===== src/rtl/regfile_pkg.sv =====
// Shared register-file types and sizes for the regfile, decode and writeback arbiter.
package regfile_pkg;

  localparam int XLEN       = 32;
  localparam int REG_ADDR_W = 5;
  localparam int NUM_REGS   = 32;

  typedef logic [REG_ADDR_W-1:0] reg_addr_t;

  typedef struct packed {
    reg_addr_t       rd;
    logic [XLEN-1:0] data;
  } wb_req_t;

endpackage


===== src/rtl/regfile_wb_arbiter_rr.sv =====
// Combinational round-robin arbiter: first asserted request at or after ptr wins.
module rr_arbiter #(
  parameter int N  = 2,
  parameter int IW = $clog2(N)
) (
  input  logic [N-1:0]  req,
  input  logic [IW-1:0] ptr,
  output logic [N-1:0]  gnt,
  output logic [IW-1:0] gnt_idx,
  output logic          any
);

  function automatic int wrap_idx(input logic [IW-1:0] base, input int offs);
    return (int'(base) + offs) % N;
  endfunction

  // Scan from farthest to nearest so the requester closest to ptr is written last and wins.
  always_comb begin
    // NOTE: every output gets a default before the loop so no path leaves it unassigned (no latch).
    gnt     = '0;
    gnt_idx = '0;
    any     = 1'b0;
    for (int k = N - 1; k >= 0; k--) begin
      if (req[wrap_idx(ptr, k)]) begin
        gnt                   = '0;
        gnt[wrap_idx(ptr, k)] = 1'b1;
        gnt_idx               = IW'(wrap_idx(ptr, k));
        any                   = 1'b1;
      end
    end
  end

endmodule


===== src/rtl/regfile_wb_arbiter.sv =====
// Round-robin writeback arbiter with registered regfile write stage and pending-write scoreboard.
// Optional same-cycle forwarding of the write stage is enabled by defining REGFILE_WB_BYPASS_EN.
module regfile_wb_arbiter
  import regfile_pkg::*;
#(
  parameter int NREQ = 2,
  parameter int XLEN = 32
) (
  input  logic                     clk,
  input  logic                     reset,
  input  logic [NREQ-1:0]          req_valid,
  output logic [NREQ-1:0]          req_ready,
  input  logic [NREQ*REG_ADDR_W-1:0] req_rd,
  input  logic [NREQ*XLEN-1:0]     req_data,
  input  logic                     alloc_en,
  input  logic [REG_ADDR_W-1:0]    alloc_rd,
  output logic [NUM_REGS-1:0]      pending,
  output logic                     write,
  output logic [REG_ADDR_W-1:0]    writenum,
  output logic [XLEN-1:0]          data_in
`ifdef REGFILE_WB_BYPASS_EN
  ,
  input  logic [REG_ADDR_W-1:0]    fwd_num,
  output logic                     fwd_hit,
  output logic [XLEN-1:0]          fwd_data
`endif
);

  localparam int PW = $clog2(NREQ);

  logic [PW-1:0]       rr_ptr;
  logic [PW-1:0]       gnt_idx;
  logic [NREQ-1:0]     req_live;
  logic [NREQ-1:0]     gnt;
  logic                any_gnt;
  reg_addr_t           win_rd;
  logic [XLEN-1:0]     win_data;
  logic                win_writes;
  logic [NUM_REGS-1:0] pending_nxt;

  // Reset must drop ready immediately, even though valid may still be high.
  assign req_live = req_valid & {NREQ{~reset}};

  rr_arbiter #(.N(NREQ), .IW(PW)) u_arb (
    .req     (req_live),
    .ptr     (rr_ptr),
    .gnt     (gnt),
    .gnt_idx (gnt_idx),
    .any     (any_gnt)
  );

  assign req_ready  = gnt;
  assign win_rd     = req_rd[gnt_idx*REG_ADDR_W +: REG_ADDR_W];
  assign win_data   = req_data[gnt_idx*XLEN +: XLEN];
  // An X0 writeback is consumed but never reaches the regfile.
  assign win_writes = any_gnt && (win_rd != '0);

  // NOTE: state registers use non-blocking assignments so all flops update together at the edge.
  always_ff @(posedge clk or posedge reset) begin
    if (reset) begin
      rr_ptr <= '0;
    end else if (any_gnt) begin
      rr_ptr <= (gnt_idx == PW'(NREQ - 1)) ? '0 : gnt_idx + 1'b1;
    end
  end

  // Index and data hold when nothing is written, so only the enable toggles.
  always_ff @(posedge clk or posedge reset) begin
    if (reset) begin
      write    <= 1'b0;
      writenum <= '0;
      data_in  <= '0;
    end else begin
      write <= win_writes;
      if (win_writes) begin
        writenum <= win_rd;
        data_in  <= win_data;
      end
    end
  end

  // Set after clear: a newly issued producer of rd outranks the one retiring this cycle.
  always_comb begin
    pending_nxt = pending;
    if (win_writes) pending_nxt[win_rd] = 1'b0;
    if (alloc_en && (alloc_rd != '0)) pending_nxt[alloc_rd] = 1'b1;
    pending_nxt[0] = 1'b0;
  end

  always_ff @(posedge clk or posedge reset) begin
    if (reset) pending <= '0;
    else       pending <= pending_nxt;
  end

`ifdef REGFILE_WB_BYPASS_EN
  assign fwd_hit  = write && (writenum == fwd_num) && (fwd_num != '0);
  assign fwd_data = fwd_hit ? data_in : '0;
`endif

endmodule


===== config.mk =====
export PLATFORM = sky130hd
export DESIGN_NAME = regfile_wb_arbiter
export DESIGN_NICKNAME = d
export VERILOG_FILES = /design/src/rtl/regfile_pkg.sv /design/src/rtl/regfile_wb_arbiter_rr.sv /design/src/rtl/regfile_wb_arbiter.sv
export SDC_FILE = /design/constraint.sdc
export NUM_CORES = 1
export LEC_CHECK = 0
export ABC_CLOCK_PERIOD_IN_PS = 2000
export CORE_UTILIZATION = 38
export DETAILED_ROUTE_END_ITERATION = 6
export GPL_TIMING_DRIVEN = 0
export PLACE_DENSITY = 0.83
export SYNTH_ARGS = -nofsm -noshare
export SYNTH_HDL_FRONTEND = slang
export SYNTH_HIERARCHICAL = 1
export SYNTH_SLANG_ARGS = --single-unit

===== constraint.sdc =====
create_clock -name clk -period 2 [get_ports clk]
set_clock_uncertainty 0.1 [all_clocks]
set_input_delay 0.3 -clock clk [delete_from_list [all_inputs] [get_ports clk]]
set_output_delay 0.3 -clock clk [all_outputs]
set_load 0.05 [all_outputs]

==> results by group, run 1 <==
STA
  • Minimum clock period: around 2000 ps
  • Hold Slack: 150 ps
  • Hold Vio Cnt, Final: 0
  • RSZ-0062 raised after global routing: true
  • Setup-failing EPs final: 6
  • Period utilisation layout: 100%
  • Max-slew violation count: 0
  • Highest clock rate: 0.498 GHz
  • Fin worst setup slack: -7.27 ps
  • Least-Margin Pin Slew: around 750 ps
  • Slew Limit Headroom: about half

Logic synthesis
  • Number of synthesized flops with an enable pin: 0
  • Synth cell types: 37
  • Mapped Cells: 280
  • Most numerous cell in the Yosys netlist: o21ai_0
  • Synth area leader: dfrtp_1
  • Avg Inst Size Synth: ~13 um^2
  • Synth Flop Type: dfrtp_1
  • Flops & latches, synth: 70
  • Post-synth top cells: 73 x o21ai_0, 70 x dfrtp_1, 43 x mux2_2
  • Mapped Area: 3520 um^2
  • Sequential element share of the synthesized area: about half
  • Yosys warning total: 6
  • Largest cells by area after synthesis: dfrtp_1 50%, mux2_2 14%, mux2_4 11%, o21ai_0 10%, nor3b_1 1.3%
  • Post-Syn Nets: ~360
  • Synth top area share: 49.8%
  • Async set-reset flop share out of synthesis: 100%

Cells and area
  • Share of layout cells above drive strength 1: about 31%
  • Final net count: between 500 and 600
  • Non-Filler Instances: roughly 570
  • Fillers: 685
  • Final core utilization: about 65%
  • Area Overhead vs Synth: 62.7%
  • N_diodes: 0

Power and ir drop
  • Sw Pwr: between 2000 and 2500 uW
  • PD cells: between 1000 and 1500 nW/um^2
  • Int Pwr: 3450 uW
  • Logic pwr share: between 40% and 50%
  • Clock power share: between 20% and 30%
  • LEAKAGE: around 0.0024 uW
  • Switch share: 40.1%
  • Total power: roughly 5800 uW
  • VDD IR max: a little over 0.0005 V
  • Reg power frac: between 30% and 40%

Worst setup path
  • Arr. time, crit path: around 2100 ps
  • CP endpoint kind: flip-flop
  • Critical path type: input pin to flip-flop
  • CP max FO: 10
  • Worst EP required: approximately 2100 ps
  • Critical path launch point type: input pin

Clock tree
  • Clock Latency Late Sink: about 330 ps
  • CTS tree: built
  • Root Driver: clkbuf_8
  • Max Root-Sink Buffers: 2
  • TritonCTS Buffers: 9
  • CTS clk-pin slew, worst paths: ~80 ps
  • Clk sinks: 70
  • Hold Buf Count CTS: 0
  • H-tree depth: 3

Place
  • Post-DP HPWL: between 7000 and 8000 um
  • GP Congestion: 0.788
  • Post-Place Cells: between 500 and 600
  • PortBufs: between 150 and 200

Drt
  • Post-route antenna net violation count: 0
  • # DRC: 13
  • Via count: 2,983
  • Iter 0 DRT Violations: ~190
  • Final WL: roughly 10,000 um
  • Vias per Instance: between 5 and 6
  • First-pass DRT Iterations: 7
  • DR WL/cell: roughly 18 um

Global route
  • First-pass GRT wire length: approximately 16,000 um
  • Number of global-route vias before repair: approximately 3.1k
  • Initial antenna violation count: 0
  • Total GRT Usage: around a fifth
  • GR Overflow Total: 0
  • Largest net degree at the start of global routing: 39

Die
  • Die width: 98.2 um
  • Core footprint: approximately 9000 um^2
  • Initial core utilization: around 40%
  • Die Y: between 90 and 100 um
  • Die area: 9650 um^2
  • Rows: 34
  • Ports: approximately 160

Run status
  • Status: complete, but fails checks
  • Failing checks: design-rule violations, negative setup slack

Worst hold path
  • Class of the worst hold path: input pin to async pin

Run
  • Max_cap viols: 0
-- flip-flops by register name (all words and copies together), names as in the netlist --
signal / cells
data_in: 32
writenum: 5
write: 1
pending: 31
rr_ptr: 1
-- routing by layer --
metal	track usage [%]	vias up	wire [um]
li1	-	1375	-
met1	25.7	1465	3850
met2	36.3	137	5160
met3	6.44	6	902
met4	5.40	0	88
met5	0	-	0
-- critical path, stage by stage --
cell and delay (ps):
clkdlybuf4s50_1 620, nor4b_4 360, nor2_2 90, o21ai_4 160
buf_6 140, buf_12 140, mux2_4 300
-- cells in the final DEF, fill, tap and decap left out, types with 3 or more instances in the layout --
cell type / Yosys / routed
dlygate4sd2_1: 0 / 3
clkdlybuf4s50_1: 0 / 149
nand3b_1: 5 / 5
nor3b_4: 0 / 4
clkbuf_2: 0 / 3
and3b_1: 4 / 4
dfrtp_1: 70 / 70
buf_4: 2 / 4
o21ai_1: 0 / 7
mux2_4: 26 / 32
a22o_2: 3 / 3
o21ai_2: 0 / 7
clkbuf_8: 0 / 9
mux2_2: 43 / 37
nor2_1: 4 / 3
buf_6: 1 / 5
nor3b_1: 6 / 3
buf_12: 2 / 4
or3b_2: 3 / 3
o21ai_0: 73 / 58
-- cell families (layout without fill, tap and decap cells) --
| logic type | Yosys count | count (layout) | share of synthesized area (%) |
|---|---|---|---|
| buffers and inverters | 16 | 194 | 3.48 |
| AO/OA/AOI/OAI | 83 | 83 | 13.0 |
| flip-flops | 70 | 70 | 49.8 |
| AND/OR/NAND/NOR | 40 | 40 | 8.46 |
| other | 1 | 1 | 0.107 |
| multiplexers | 70 | 70 | 25.1 |
-- cell type report --
cell class | instances | area (um^2) | area share (%)
tap | 108 | 135 | 2.36
multi-input combinational | 194 | 1820 | 31.7
buffer | 12 | 135 | 2.36
sequential | 70 | 1750 | 30.6
clock inverter | 6 | 87.6 | 1.53
timing repair buffer | 163 | 1660 | 28.9
clock buffer | 9 | 124 | 2.16
inverter | 4 | 18.8 | 0.328
-- through the flow --
step,area [um^2],setup WS [ps],TNS [ps]
after floorplan,3560,10.7,0
after global placement,5240,-882,-64220
after detailed placement,5260,-1040,-58450
after CTS,5620,6.68,0
after global routing,5730,-98.3,-2750
final,5730,-7.27,-19.6
-- power by group through the flow --
stage | logic (uW) | clock network (uW) | registers (uW)
floorplan | 533 | 0 | 2960
global route | 2750 | 1350 | 1920
finish | 2640 | 1230 | 1890
CTS | 2620 | 1270 | 1890
detailed placement | 2550 | 0 | 1910
global placement | 2510 | 0 | 1900
-- final timing paths --
kind | slack, ps | to | startpoint | depth (start not counted)
max | -7 | data_in[29]$_DFFE_PP0N_ | req_rd[7] | 7
min reg2reg | 410 | pending[23]$_DFF_PP0_ | pending[23]$_DFF_PP0_ | 2
min in group clk | 410 | pending[23]$_DFF_PP0_ | pending[23]$_DFF_PP0_ | 2
max reg2reg | 0 | data_in[29]$_DFFE_PP0N_ | rr_ptr$_DFFE_PP0P_ | 8
min | 150 | write$_DFF_PP0_ | reset | 2
max in group asynchronous | 1020 | pending[3]$_DFF_PP0_ | reset | 3
-- timing repair --
action	in CTS	in global routing
gates cloned	2	0
setup endpoints to repair	71	59
gates resized for setup	39	30
setup buffers	6	0
pin swaps	4	1
Note: power is estimated with default switching activity, not from simulation.
==> inputs of run 2 (changes only) <==
--- a/config.mk
+++ b/config.mk
@@ -6,7 +6,9 @@
 export NUM_CORES = 1
 export LEC_CHECK = 0
 export ABC_CLOCK_PERIOD_IN_PS = 2000
-export CORE_UTILIZATION = 38
+export CELL_PAD_IN_SITES_DETAIL_PLACEMENT = 1
+export CELL_PAD_IN_SITES_GLOBAL_PLACEMENT = 1
+export CORE_UTILIZATION = 29
 export DETAILED_ROUTE_END_ITERATION = 6
 export GPL_TIMING_DRIVEN = 0
 export PLACE_DENSITY = 0.83
==> results by group, run 2 (same netlist as run 1, synthesis figures left out) <==
Die
  • Core footprint: ~12,000 um^2
  • Ports: between 150 and 200
  • Rows: 39
  • Die Y: 112 um
  • Die width: between 100 and 150 um
  • Initial core utilization: approximately 30%
  • Die area: around 13,000 um^2

Worst setup path
  • CP max FO: 7
  • RR Endpoint: data_in[23]$_DFFE_PP0N_
  • Origin of the critical flop-to-flop path: rr_ptr$_DFFE_PP0P_
  • R2R depth: 9
  • CP endpoint kind: flip-flop
  • Flop2flop setup slack: -100 ps
  • Worst EP required: about 2100 ps
  • Arr. time, crit path: between 2000 and 2500 ps
  • Critical path launch point type: input pin
  • Critical path type: input pin to flip-flop

Cells and area
  • Area Overhead vs Synth: 70.1%
  • N_diodes: 0
  • Final core utilization: about half
  • Final net count: around 550
  • Share of layout cells above drive strength 1: between 30 and 40%
  • Most flop-heavy register: data_in
  • Max reg flops: 32
  • Most frequent cells in the layout: 148 x clkdlybuf4s50_1, 70 x dfrtp_1, 50 x o21ai_0, 36 x mux2_2, 33 x mux2_4
  • Commonest non-fill, non-tap cell in the layout: clkdlybuf4s50_1
  • Largest regs: data_in (32), pending (31), writenum (5)

Power and ir drop
  • PD cells: 1040 nW/um^2
  • Total power: 6200 uW
  • Clock power share: 25.7%
  • Reg power frac: between 30% and 40%
  • Logic pwr share: 43.4%
  • Sw Pwr: roughly 2400 uW
  • LEAKAGE: between 0.002 and 0.0025 uW
  • VDD IR max: between 0.0005 and 0.0006 V
  • Int Pwr: between 3000 and 4000 uW
  • Switch share: roughly two fifths

Drt
  • Final WL: ~12,000 um
  • DR WL/cell: 19.3 um
  • Vias per Instance: around 5
  • # DRC: 10
  • Post-route antenna net violation count: 0
  • Iter 0 DRT Violations: 94
  • Via count: ~3.0k
  • First-pass DRT Iterations: 7

Clock tree
  • Hold Buf Count CTS: 0
  • Clock Latency Late Sink: between 300 and 400 ps
  • Root Driver: clkbuf_16
  • CTS clk-pin slew, worst paths: 60 ps
  • H-tree depth: 3
  • Max Root-Sink Buffers: 2
  • Clk sinks: 70
  • CTS tree: built
  • TritonCTS Buffers: 9

STA
  • Setup-failing EPs final: 38
  • Hold Vio Cnt, Final: 0
  • Highest clock rate: 0.473 GHz
  • Minimum clock period: 2110 ps
  • Period utilisation layout: 106%
  • Slew Limit Headroom: between 50% and 60%
  • Setup TNS: -2000 ps
  • RSZ-0062 raised after global routing: true
  • Least-Margin Pin Slew: a little over 700 ps
  • Fin worst setup slack: -114 ps
  • Max-slew violation count: 0

Global route
  • Initial antenna violation count: 0
  • First-pass GRT wire length: approximately 18,000 um
  • GR Overflow Total: 0
  • Number of global-route vias before repair: between 3k and 4k
  • Total GRT Usage: 19.1%
  • Largest net degree at the start of global routing: 41

Place
  • Post-DP HPWL: about 8400 um
  • PortBufs: between 150 and 200
  • GP Congestion: approximately 0.79

Run status
  • Failing checks: design-rule violations, negative setup slack
  • Status: complete, but fails checks

Run
  • Max_cap viols: 0

Worst hold path
  • Class of the worst hold path: input pin to async pin
[run 2: worst max-delay path: stages]
cell and delay [ps]:
clkdlybuf4s50_1 570, nor4_2 380, nor2_2 110, o21ai_4 180
buf_12 150, buf_12 110, buf_12 110, mux2_4 300
[run 2: layout make-up]
type | count | area (um^2)
inverters | 4 | 18.8
clock inverters | 4 | 47.5
plain buffers | 12 | 148
well taps | 143 | 179
fillers | 1205 | 5630
multi-input cells | 194 | 1830
repair buffers | 171 | 1770
flip-flops and latches | 70 | 1750
clock buffers | 11 | 243
[run 2: worst max path at each step]
stage	from	to	slack, ps	depth (start not counted)
floorplan	req_valid[1]	data_in[0]$_DFFE_PP0N_	10	7
global placement	reset	pending[5]$_DFF_PP0_	-1080	9
detailed placement	reset	pending[5]$_DFF_PP0_	-1140	9
CTS	rr_ptr$_DFFE_PP0P_	data_in[23]$_DFFE_PP0N_	-40	9
global route	rr_ptr$_DFFE_PP0P_	data_in[23]$_DFFE_PP0N_	-170	9
finish	req_rd[2]	data_in[23]$_DFFE_PP0N_	-110	8
[run 2: metal layers]
metal	up-vias	global-route usage, %	wire length, um
met1	1514	23.0	4850
met4	0	4.44	63
met3	8	4.75	599
met5	-	0	0
met2	101	34.2	6270
li1	1389	-	-
[run 2: power groups by stage]
stage	Combinational, uW	Sequential, uW	Clock [uW]
finish	2690	1910	1600
CTS	2670	1910	1630
global placement	2510	1910	0
floorplan	533	2960	0
detailed placement	2560	1920	0
global route	2820	1940	1690
[run 2: timing repair]
item / in CTS / in global routing
buffers inserted: 11 / 3
gates cloned: 3 / 0
endpoints found under the hold margin: 0 / 0
resized for setup: 50 / 36
pin swaps: 5 / 8
endpoints found under the setup margin: 71 / 64
[run 2: through the flow]
stage	cell area [um^2]	instances	hold WS, ps	setup WS [ps]
4_1_cts	5880	607	63.9	-36.5
3_3_place_gp	5280	577	389	-1080
3_5_place_dp	5300	578	389	-1140
2_1_floorplan	3560	280	369	10.7
6_report	5990	609	33.0	-114
5_1_grt	5990	609	94.8	-174
